[src/rtl/mips_multicycle_ctrl_v2_if.sv]
// ============================================================================
// Module   : mips_multicycle_ctrl_v2_if
// Brief    : Control/status bundle between the multicycle controller and datapath.
// Revision : 1.0
// ============================================================================
`default_nettype none

interface mips_multicycle_ctrl_v2_if #(
    parameter int CNT_W = 16
);
    logic             Run;
    logic             Step_btn;
    logic [5:0]       Opcode;
    logic             Mem_Ready;

    logic [3:0]       State_Out;
    logic             Read_reg;
    logic             IorD_Out;
    logic             AluSrcA_Out;
    logic             IRWrite_Out;
    logic             PCWrite_Out;
    logic             RegWrite_Out;
    logic             MemWrite_Out;
    logic             Branch_Out;
    logic             BranchNe_Out;
    logic             ZeroExt_Out;
    logic [1:0]       AluSrcB_Out;
    logic [1:0]       PCSrc_Out;
    logic [1:0]       RegDest_Out;
    logic [1:0]       MemtoReg_Out;
    logic [2:0]       ALUOp_Out;
    logic             Halted;
    logic             Illegal_Opcode;
    logic [CNT_W-1:0] Cycle_Count;
    logic [CNT_W-1:0] Instr_Count;

    modport master (
        input  Run, Step_btn, Opcode, Mem_Ready,
        output State_Out, Read_reg, IorD_Out, AluSrcA_Out, IRWrite_Out, PCWrite_Out,
               RegWrite_Out, MemWrite_Out, Branch_Out, BranchNe_Out, ZeroExt_Out,
               AluSrcB_Out, PCSrc_Out, RegDest_Out, MemtoReg_Out, ALUOp_Out,
               Halted, Illegal_Opcode, Cycle_Count, Instr_Count
    );

    modport slave (
        output Run, Step_btn, Opcode, Mem_Ready,
        input  State_Out, Read_reg, IorD_Out, AluSrcA_Out, IRWrite_Out, PCWrite_Out,
               RegWrite_Out, MemWrite_Out, Branch_Out, BranchNe_Out, ZeroExt_Out,
               AluSrcB_Out, PCSrc_Out, RegDest_Out, MemtoReg_Out, ALUOp_Out,
               Halted, Illegal_Opcode, Cycle_Count, Instr_Count
    );
endinterface

`default_nettype wire

[src/rtl/mips_multicycle_ctrl_v2.sv]
// ============================================================================
// Module   : mips_multicycle_ctrl_v2
// Brief    : Multicycle MIPS main controller with run/step, memory handshake,
//            illegal-opcode halt and cycle/instruction counters.
// Revision : 1.0
// ============================================================================
`default_nettype none

module mips_multicycle_ctrl_v2 #(
    parameter int CNT_W         = 16,
    parameter bit MEM_HANDSHAKE = 1'b1
) (
    input  wire logic                   clk,
    input  wire logic                   Reset_n,
    mips_multicycle_ctrl_v2_if.master   bus
);
    typedef enum logic [3:0] {
        FETCH     = 4'd0,
        DECODE    = 4'd1,
        MEMADR    = 4'd2,
        MEMREAD   = 4'd3,
        MEMWB     = 4'd4,
        MEMWRITE  = 4'd5,
        EXECUTE   = 4'd6,
        ALUWB     = 4'd7,
        BRANCH    = 4'd8,
        IMMEXEC   = 4'd9,
        IMMWB     = 4'd10,
        JUMP      = 4'd11,
        STEP_WAIT = 4'd12,
        JAL       = 4'd13,
        HALT      = 4'd14
    } state_t;

    localparam logic [5:0] OP_RTYPE = 6'b000000;
    localparam logic [5:0] OP_J     = 6'b000010;
    localparam logic [5:0] OP_JAL   = 6'b000011;
    localparam logic [5:0] OP_BEQ   = 6'b000100;
    localparam logic [5:0] OP_BNE   = 6'b000101;
    localparam logic [5:0] OP_ADDI  = 6'b001000;
    localparam logic [5:0] OP_SLTI  = 6'b001010;
    localparam logic [5:0] OP_ANDI  = 6'b001100;
    localparam logic [5:0] OP_ORI   = 6'b001101;
    localparam logic [5:0] OP_LW    = 6'b100011;
    localparam logic [5:0] OP_SW    = 6'b101011;

    state_t           state;
    state_t           next_state;
    logic             rdy;
    logic             term_exit;
    logic             decode_illegal;
    logic             step_sync1;
    logic             step_sync2;
    logic             step_prev;
    logic             step_pulse;
    logic             illegal;
    logic [CNT_W-1:0] cycle_cnt;
    logic [CNT_W-1:0] instr_cnt;

    generate
        if (MEM_HANDSHAKE) begin : g_handshake
            assign rdy = bus.Mem_Ready;
        end else begin : g_no_handshake
            assign rdy = 1'b1;
        end
    endgenerate

    assign step_pulse = step_sync2 & ~step_prev;

    always_ff @(posedge clk or negedge Reset_n) begin
        if (!Reset_n) begin
            state <= STEP_WAIT;
        end else begin
            state <= next_state;
        end
    end

    always_comb begin
        next_state        = state;
        term_exit         = 1'b0;
        decode_illegal    = 1'b0;
        bus.Read_reg      = 1'b0;
        bus.IorD_Out      = 1'b0;
        bus.AluSrcA_Out   = 1'b0;
        bus.IRWrite_Out   = 1'b0;
        bus.PCWrite_Out   = 1'b0;
        bus.RegWrite_Out  = 1'b0;
        bus.MemWrite_Out  = 1'b0;
        bus.Branch_Out    = 1'b0;
        bus.BranchNe_Out  = 1'b0;
        bus.ZeroExt_Out   = 1'b0;
        bus.AluSrcB_Out   = 2'b00;
        bus.PCSrc_Out     = 2'b00;
        bus.RegDest_Out   = 2'b00;
        bus.MemtoReg_Out  = 2'b00;
        bus.ALUOp_Out     = 3'b000;
        bus.Halted        = 1'b0;
        case (state)
            FETCH: begin
                bus.AluSrcB_Out = 2'b01;
                bus.IRWrite_Out = rdy;
                bus.PCWrite_Out = rdy;
                if (rdy) next_state = DECODE;
            end
            DECODE: begin
                bus.AluSrcB_Out = 2'b11;
                case (bus.Opcode)
                    OP_LW, OP_SW:                      next_state = MEMADR;
                    OP_RTYPE:                          next_state = EXECUTE;
                    OP_BEQ, OP_BNE:                    next_state = BRANCH;
                    OP_ADDI, OP_ANDI, OP_ORI, OP_SLTI: next_state = IMMEXEC;
                    OP_J:                              next_state = JUMP;
                    OP_JAL:                            next_state = JAL;
                    default: begin
                        next_state     = HALT;
                        decode_illegal = 1'b1;
                    end
                endcase
            end
            MEMADR: begin
                bus.AluSrcA_Out = 1'b1;
                bus.AluSrcB_Out = 2'b10;
                next_state      = (bus.Opcode == OP_LW) ? MEMREAD : MEMWRITE;
            end
            MEMREAD: begin
                bus.IorD_Out = 1'b1;
                if (rdy) next_state = MEMWB;
            end
            MEMWB: begin
                bus.RegWrite_Out = 1'b1;
                bus.MemtoReg_Out = 2'b01;
                term_exit        = 1'b1;
            end
            MEMWRITE: begin
                bus.IorD_Out     = 1'b1;
                bus.MemWrite_Out = 1'b1;
                term_exit        = rdy;
            end
            EXECUTE: begin
                bus.AluSrcA_Out = 1'b1;
                bus.ALUOp_Out   = 3'b010;
                next_state      = ALUWB;
            end
            ALUWB: begin
                bus.RegDest_Out  = 2'b01;
                bus.RegWrite_Out = 1'b1;
                term_exit        = 1'b1;
            end
            BRANCH: begin
                bus.AluSrcA_Out  = 1'b1;
                bus.ALUOp_Out    = 3'b001;
                bus.PCSrc_Out    = 2'b01;
                bus.Branch_Out   = (bus.Opcode == OP_BEQ);
                bus.BranchNe_Out = (bus.Opcode == OP_BNE);
                term_exit        = 1'b1;
            end
            IMMEXEC: begin
                bus.AluSrcA_Out = 1'b1;
                bus.AluSrcB_Out = 2'b10;
                case (bus.Opcode)
                    OP_ANDI: bus.ALUOp_Out = 3'b011;
                    OP_ORI:  bus.ALUOp_Out = 3'b100;
                    OP_SLTI: bus.ALUOp_Out = 3'b101;
                    default: bus.ALUOp_Out = 3'b000;
                endcase
                bus.ZeroExt_Out = (bus.Opcode == OP_ANDI) || (bus.Opcode == OP_ORI);
                next_state      = IMMWB;
            end
            IMMWB: begin
                bus.RegWrite_Out = 1'b1;
                term_exit        = 1'b1;
            end
            JUMP: begin
                bus.PCSrc_Out   = 2'b10;
                bus.PCWrite_Out = 1'b1;
                term_exit       = 1'b1;
            end
            JAL: begin
                bus.PCSrc_Out    = 2'b10;
                bus.PCWrite_Out  = 1'b1;
                bus.RegWrite_Out = 1'b1;
                bus.RegDest_Out  = 2'b10;
                bus.MemtoReg_Out = 2'b10;
                term_exit        = 1'b1;
            end
            STEP_WAIT: begin
                bus.Read_reg = 1'b1;
                if (step_pulse || bus.Run) next_state = FETCH;
            end
            HALT: begin
                bus.Halted = 1'b1;
            end
            default: next_state = STEP_WAIT;
        endcase
        // Every terminal state shares the same run/step exit
        if (term_exit) next_state = bus.Run ? FETCH : STEP_WAIT;
    end

    always_ff @(posedge clk or negedge Reset_n) begin
        if (!Reset_n) begin
            step_sync1 <= 1'b0;
            step_sync2 <= 1'b0;
            step_prev  <= 1'b0;
            illegal    <= 1'b0;
            cycle_cnt  <= '0;
            instr_cnt  <= '0;
        end else begin
            step_sync1 <= bus.Step_btn;
            step_sync2 <= step_sync1;
            step_prev  <= step_sync2;
            illegal    <= illegal | decode_illegal;
            if (state != STEP_WAIT && state != HALT) cycle_cnt <= cycle_cnt + 1'b1;
            if (term_exit) instr_cnt <= instr_cnt + 1'b1;
        end
    end

    assign bus.State_Out      = state;
    assign bus.Illegal_Opcode = illegal;
    assign bus.Cycle_Count    = cycle_cnt;
    assign bus.Instr_Count    = instr_cnt;

endmodule

`default_nettype wire

[src/flat_wrapper.sv]
// flat-port wrapper written by rule: the top's interface ports become plain ports
module mips_multicycle_ctrl_v2_flat 
#(
    parameter int CNT_W         = 16,
    parameter bit MEM_HANDSHAKE = 1'b1
)
  (clk, Reset_n, bus_Run, bus_Step_btn, bus_Opcode, bus_Mem_Ready, bus_State_Out, bus_Read_reg, bus_IorD_Out, bus_AluSrcA_Out, bus_IRWrite_Out, bus_PCWrite_Out, bus_RegWrite_Out, bus_MemWrite_Out, bus_Branch_Out, bus_BranchNe_Out, bus_ZeroExt_Out, bus_AluSrcB_Out, bus_PCSrc_Out, bus_RegDest_Out, bus_MemtoReg_Out, bus_ALUOp_Out, bus_Halted, bus_Illegal_Opcode, bus_Cycle_Count, bus_Instr_Count);
  mips_multicycle_ctrl_v2_if #(.CNT_W(CNT_W)) bus_i ();
  input  wire logic clk;
  input  wire logic Reset_n;
  input wire logic [$bits(bus_i.Run)-1:0] bus_Run;
  input wire logic [$bits(bus_i.Step_btn)-1:0] bus_Step_btn;
  input wire logic [$bits(bus_i.Opcode)-1:0] bus_Opcode;
  input wire logic [$bits(bus_i.Mem_Ready)-1:0] bus_Mem_Ready;
  output wire logic [$bits(bus_i.State_Out)-1:0] bus_State_Out;
  output wire logic [$bits(bus_i.Read_reg)-1:0] bus_Read_reg;
  output wire logic [$bits(bus_i.IorD_Out)-1:0] bus_IorD_Out;
  output wire logic [$bits(bus_i.AluSrcA_Out)-1:0] bus_AluSrcA_Out;
  output wire logic [$bits(bus_i.IRWrite_Out)-1:0] bus_IRWrite_Out;
  output wire logic [$bits(bus_i.PCWrite_Out)-1:0] bus_PCWrite_Out;
  output wire logic [$bits(bus_i.RegWrite_Out)-1:0] bus_RegWrite_Out;
  output wire logic [$bits(bus_i.MemWrite_Out)-1:0] bus_MemWrite_Out;
  output wire logic [$bits(bus_i.Branch_Out)-1:0] bus_Branch_Out;
  output wire logic [$bits(bus_i.BranchNe_Out)-1:0] bus_BranchNe_Out;
  output wire logic [$bits(bus_i.ZeroExt_Out)-1:0] bus_ZeroExt_Out;
  output wire logic [$bits(bus_i.AluSrcB_Out)-1:0] bus_AluSrcB_Out;
  output wire logic [$bits(bus_i.PCSrc_Out)-1:0] bus_PCSrc_Out;
  output wire logic [$bits(bus_i.RegDest_Out)-1:0] bus_RegDest_Out;
  output wire logic [$bits(bus_i.MemtoReg_Out)-1:0] bus_MemtoReg_Out;
  output wire logic [$bits(bus_i.ALUOp_Out)-1:0] bus_ALUOp_Out;
  output wire logic [$bits(bus_i.Halted)-1:0] bus_Halted;
  output wire logic [$bits(bus_i.Illegal_Opcode)-1:0] bus_Illegal_Opcode;
  output wire logic [$bits(bus_i.Cycle_Count)-1:0] bus_Cycle_Count;
  output wire logic [$bits(bus_i.Instr_Count)-1:0] bus_Instr_Count;
  assign bus_i.Run = bus_Run;
  assign bus_i.Step_btn = bus_Step_btn;
  assign bus_i.Opcode = bus_Opcode;
  assign bus_i.Mem_Ready = bus_Mem_Ready;
  assign bus_State_Out = bus_i.State_Out;
  assign bus_Read_reg = bus_i.Read_reg;
  assign bus_IorD_Out = bus_i.IorD_Out;
  assign bus_AluSrcA_Out = bus_i.AluSrcA_Out;
  assign bus_IRWrite_Out = bus_i.IRWrite_Out;
  assign bus_PCWrite_Out = bus_i.PCWrite_Out;
  assign bus_RegWrite_Out = bus_i.RegWrite_Out;
  assign bus_MemWrite_Out = bus_i.MemWrite_Out;
  assign bus_Branch_Out = bus_i.Branch_Out;
  assign bus_BranchNe_Out = bus_i.BranchNe_Out;
  assign bus_ZeroExt_Out = bus_i.ZeroExt_Out;
  assign bus_AluSrcB_Out = bus_i.AluSrcB_Out;
  assign bus_PCSrc_Out = bus_i.PCSrc_Out;
  assign bus_RegDest_Out = bus_i.RegDest_Out;
  assign bus_MemtoReg_Out = bus_i.MemtoReg_Out;
  assign bus_ALUOp_Out = bus_i.ALUOp_Out;
  assign bus_Halted = bus_i.Halted;
  assign bus_Illegal_Opcode = bus_i.Illegal_Opcode;
  assign bus_Cycle_Count = bus_i.Cycle_Count;
  assign bus_Instr_Count = bus_i.Instr_Count;
  mips_multicycle_ctrl_v2 #(.CNT_W(CNT_W), .MEM_HANDSHAKE(MEM_HANDSHAKE)) u_core (.clk(clk), .Reset_n(Reset_n), .bus(bus_i));
endmodule
[config.mk]
export PLATFORM = sky130hd
export DESIGN_NAME = mips_multicycle_ctrl_v2_flat
export DESIGN_NICKNAME = d
export VERILOG_FILES = /design/src/rtl/mips_multicycle_ctrl_v2_if.sv /design/src/rtl/mips_multicycle_ctrl_v2.sv /design/src/flat_wrapper.sv
export SDC_FILE = /design/constraint.sdc
export NUM_CORES = 1
export LEC_CHECK = 0
export BUFFER_PORTS_ARGS = -buffer_cell sky130_fd_sc_hd__buf_2
export CAP_MARGIN = 5
export CORE_MARGIN = 3
export CORE_UTILIZATION = 52
export DETAILED_ROUTE_END_ITERATION = 7
export GPL_TIMING_DRIVEN = 1
export PLACE_DENSITY = 0.91
export SLEW_MARGIN = 20
export SYNTH_ARGS = -nofsm -noshare
export SYNTH_HDL_FRONTEND = slang
export SYNTH_SLANG_ARGS = --single-unit
[constraint.sdc]
create_clock -name clk -period 2.1 [get_ports clk]
set_input_delay 0.315 -clock clk [delete_from_list [all_inputs] [get_ports clk]]
set_output_delay 0.315 -clock clk [all_outputs]
set_load 0.1 [all_outputs]
# Word level (Yosys, flattened, before mapping)
# Index checks and enable logic that the tools add are counted.
# totals
ff_bits,40
in_bits,11
elab_cells,87
# classes
add_sub_neg,2
n_eq_ne,30
muxes,28
bitwise_logic,3
reduce_logical,17
# ops
operator,count
"adder 16 x 1 -> 16 bit, second input constant",2
case mux 4 bit (8 select lines),1
"== test 4 bit, second input constant",7
"== test 6 x 4 -> 1 bit, second input constant",4
case mux 4 bit (6 select lines),1
2-to-1 mux 4 bit,5
case mux 3 bit (3 select lines),2
"== test 4 x 3 -> 1 bit, second input constant",4
"== test 6 x 2 -> 1 bit, second input constant",2
"== test 6 x 3 -> 1 bit, second input constant",2
"== test 6 bit, second input constant",2
2-to-1 mux 1 bit,12
case mux 2 bit (2 select lines),3
OR reduction 4 bit,3
OR reduction 11 bit,1
OR reduction 2 bit,5
"== test 4 x 2 -> 1 bit, second input constant",2
"!= test 4 bit, second input constant",2
OR reduction 8 bit,1
logical NOT 6 bit,1
"!= test 3 x 2 -> 1 bit, second input constant",2
case mux 2 bit (3 select lines),1
OR reduction 6 bit,1
"== test 4 x 1 -> 1 bit, second input constant",1
other kinds (11),13

# Longest topological paths before layout
# logic_depth
word_depth,6
mapped_depth,7
mapped_depth_nobuf,6

# Worst setup path before layout
# Ideal clock, no wire load.
# synth_timing
path_kind,register to output
start,"reg u_core.state[3], in the netlist u_core.bus.State_Out[3]"
end,out bus_Branch_Out
t_arrival_ps,5049
required_time_ps,1785
slack_ps,-3264
path_stages_with_launch,8
path_buffers,1
path_cell_list,dfstp_2 -> buf_4 -> inv_1 -> nor2_1 -> nand2_1 -> inv_1 -> nand3_1 -> nor4_1
# synth_via
elab_chain_cells,2
# synth_rtl
item,line,text
from (decl),mips_multicycle_ctrl_v2.sv:47,state_t state;
from (signal assigned),mips_multicycle_ctrl_v2.sv:74,state <= next_state;
== test 4 bit,mips_multicycle_ctrl_v2.sv:98,case (state)
2-to-1 mux 1 bit,mips_multicycle_ctrl_v2.sv:98,
to (decl),flat_wrapper.sv:23,output wire logic [$bits(bus_i.Branch_Out)-1:0] bus_Branch_Out;
# Every way passes these cells.

# Final worst setup path
# layout_timing
start,"reg u_core.state[3], in the netlist u_core.bus.State_Out[3]"
end,out bus_PCWrite_Out
# layout_via
elab_chain_cells,3
# layout_rtl
item,line,text
== test 4 bit,mips_multicycle_ctrl_v2.sv:98,
OR reduction 2 bit (no line),-,
case mux 1 bit (2 select lines) *,mips_multicycle_ctrl_v2.sv:98,
to (decl),flat_wrapper.sv:20,output wire logic [$bits(bus_i.PCWrite_Out)-1:0] bus_PCWrite_Out;
# Every way passes the cells marked *; elsewhere a longest branch is shown, timed or not.

==> flow_summary_export.csv <==
group,metric,value,unit
route,drc,0,
final_layout,final_nets,370,
sta,rsz0062_at_grt,"true",
run_status,outcome,"finished, violations left",
clock_tree,h-tree-depth,2,
placement,gp_congestion,0.884,
route,met1_length,3220,um
critical_path,crit_fanout,3,
run,cap_violations,0,
clock_tree,clkSlewWorstSetupHoldPaths,0.08,ns
sta,fmax,0.448,GHz
global_routing,grt_overflow,0,
route,dr.max_layer_used,"met4",
sta,post-route-period-util,106,%
placement,dp_hpwl,5120,um
synthesis,synth_ff_type,"dfrtp_1",
route,antenna_left,0,
sta,worstMarginPinSlew,0.865,ns
floorplan,die_width,73.5,um
critical_path,critPathKind,"flop to output port",
sta,clock_skew,0.00631,ns
route,drtIter0Drc,341,
synthesis,synth_enable_flop_cells,0,
run_status,violations,"negative setup slack",
hold_path,hold_path.class,"input port to asynchronous set/reset pin",
sta,finalWorstSetupSlack,-0.131,ns
synthesis,synthCells,264,
final_layout,n_fill_cell,202,
final_layout,area_delta_synth_final,54.6,%
route,wl_met3,840,um
sta,slew_violations,0,
clock_tree,cts_buffers,5,
synthesis,avgSynthCellArea,8.99,sq um
global_routing,gr-usage-all-layers,29.1,%
floorplan,initial_core_util,56.5,%
clock_tree,clock_latency,0.31,ns
synthesis,ys_ff_latch,40,
floorplan,fp-row-count,23,
final_layout,drive_gt1_share,45.3,%
critical_path,worstPathRequired,1.78,ns
synthesis,yosysSeqAreaShare,42.3,%
global_routing,grt_first_pass_wirelength,11900,um
clock_tree,root_buffer,"clkbuf_8",
global_routing,grt_max_degree,41,
route,met2_length,4360,um
synthesis,synthArstFlopShare,100,%
sta,finalHoldViolations,0,
global_routing,grt_pass1_vias,2416,
sta,hold_ws,0.113,ns
synthesis,synth_fp_nets,277,
clock_tree,holdBufCountCts,0,
synthesis,synth_cell_type_count,51,
clock_tree,clock_path_buffers,2,
global_routing,antenna_found_initial,0,
critical_path,cp_data_arrival_time,1.92,ns
final_layout,final_area,0.00367,sq mm
critical_path,cp-end-kind,"output port",
route,vias_per_cell,6.40,
sta,max-slew-margin-rel,42.3,%
floorplan,die-area,0.00541,sq mm
route,first_pass_iters,5,
critical_path,cp-start-kind,"flop",
synthesis,synth_top_area_share,40.1,%
sta,period_needed,2.23,ns
synthesis,yosys-top-cells-area,"dfrtp_1, xnor2_1, xor2_1",
synthesis,yosysMostFrequentCell,"dfrtp_1",
route,vias,2611,
placement,dpl_cell_area,0.00335,sq mm
clock_tree,cts_tree,"yes",
synthesis,syn_area,0.00237,sq mm
synthesis,synth_common_cells,"dfrtp_1, nor2_1, nand2_1",
floorplan,die_h,73.5,um
synthesis,ys.warnings.count,0,
synthesis,synth_area_leader_cell,"dfrtp_1",
final_layout,stdcell_count,408,
placement,place_ws,-0.0167,ns
placement,place_inst,381,
clock_tree,cts_num_sinks,40,
route,avgRoutedWirePerCell,21.7,um
route,wl,8860,um
sta,setup_viol,15,
final_layout,diodes,0,
floorplan,core_area,0.00420,sq mm
placement,io_buffers,69,
floorplan,ios,70,
[cells in the final DEF (no fill, tap or decap), drive strengths merged, types with 9 or more instances in the layout]
master | synthesis | final
dfrtp | 38 | 38
nand2b | 9 | 9
nand2 | 27 | 27
nor2 | 30 | 30
nand3 | 16 | 16
xnor2 | 20 | 20
a21oi | 9 | 9
o21ai | 10 | 10
xor2 | 13 | 13
buf | 7 | 99
[worst max-delay path, cell delays in order (launching register included)]
cell and delay, ns:
dfstp_4 0.67, buf_4 0.14, buf_6 0.10, nor2_1 0.08, and3_4 0.21, or2_4 0.24
buf_12 0.17
[logic make-up after synthesis]
logic type	after synthesis	share of synthesized area [%]
AO/OA/AOI/OAI	41	11.8
XOR/XNOR	33	12.2
adder cells (fa/ha/maj)	2	1.05
buffers and inverters	25	4.64
flip-flops	40	42.3
multiplexers	1	0.475
AND/OR/NAND/NOR	122	27.5
[cell type report]
| class | instances | area, sq um | share of cell area (%) |
|---|---|---|---|
| clock inverters | 3 | 18.8 | 0.512 |
| well taps | 50 | 62.6 | 1.71 |
| inverters | 10 | 52.6 | 1.43 |
| repair buffers | 101 | 931 | 25.4 |
| flip-flops and latches | 40 | 1020 | 27.9 |
| clock buffers | 5 | 68.8 | 1.88 |
| multi-input cells | 199 | 1510 | 41.2 |
[stage by stage]
stage | utilization [%] | setup TNS, ns
floorplan | - | -6.15
global placement | 79.8 | 0
detailed placement | 79.8 | -0.0311
CTS | 84.4 | -0.130
global route | 87.3 | -1.58
finish | 87.3 | -0.645
[what timing repair did]
item / in CTS / in global routing
hold endpoints to repair: 0 / 0
resized for setup: 9 / 14
pin swaps: 2 / 7
cloned: 0 / 0
setup endpoints to repair: 12 / 22
buffers inserted: 9 / 10
[routing by layer]
metal  vias up  track usage (%)
met5         -                0
met4         0             13.3
met3        56             7.25
met2       211             49.7
met1      1242             34.1
li1       1102                -
[registers in the layout, indices dropped and copies added (netlist names)]
signal                     cells
u_core.bus.Cycle_Count        16
u_core.bus.Illegal_Opcode      1
u_core.bus.Instr_Count        16
u_core.bus.State_Out           4
u_core.step_prev               1
u_core.step_sync1              1
u_core.step_sync2              1
[path summary, 6_finish.rpt]
path,start,end,slack [ns],depth (start not counted)
worst max register to register,u_core.bus.State_Out[3],u_core.bus.Instr_Count[11],-0.03,7
worst min register to register,u_core.step_sync1,u_core.step_sync2,0.35,0
max in group asynchronous,Reset_n,u_core.bus.State_Out[1],1.34,1
worst max-delay path,u_core.bus.State_Out[3],bus_PCWrite_Out,-0.13,6
worst min-delay path,Reset_n,u_core.bus.Instr_Count[15],0.11,1
min in group clk,bus_Step_btn,u_core.step_sync1,0.11,1
Power is left out: the tool's default activity adds up to more than one toggle a clock period on the data nets, which glitch-free logic cannot reach.
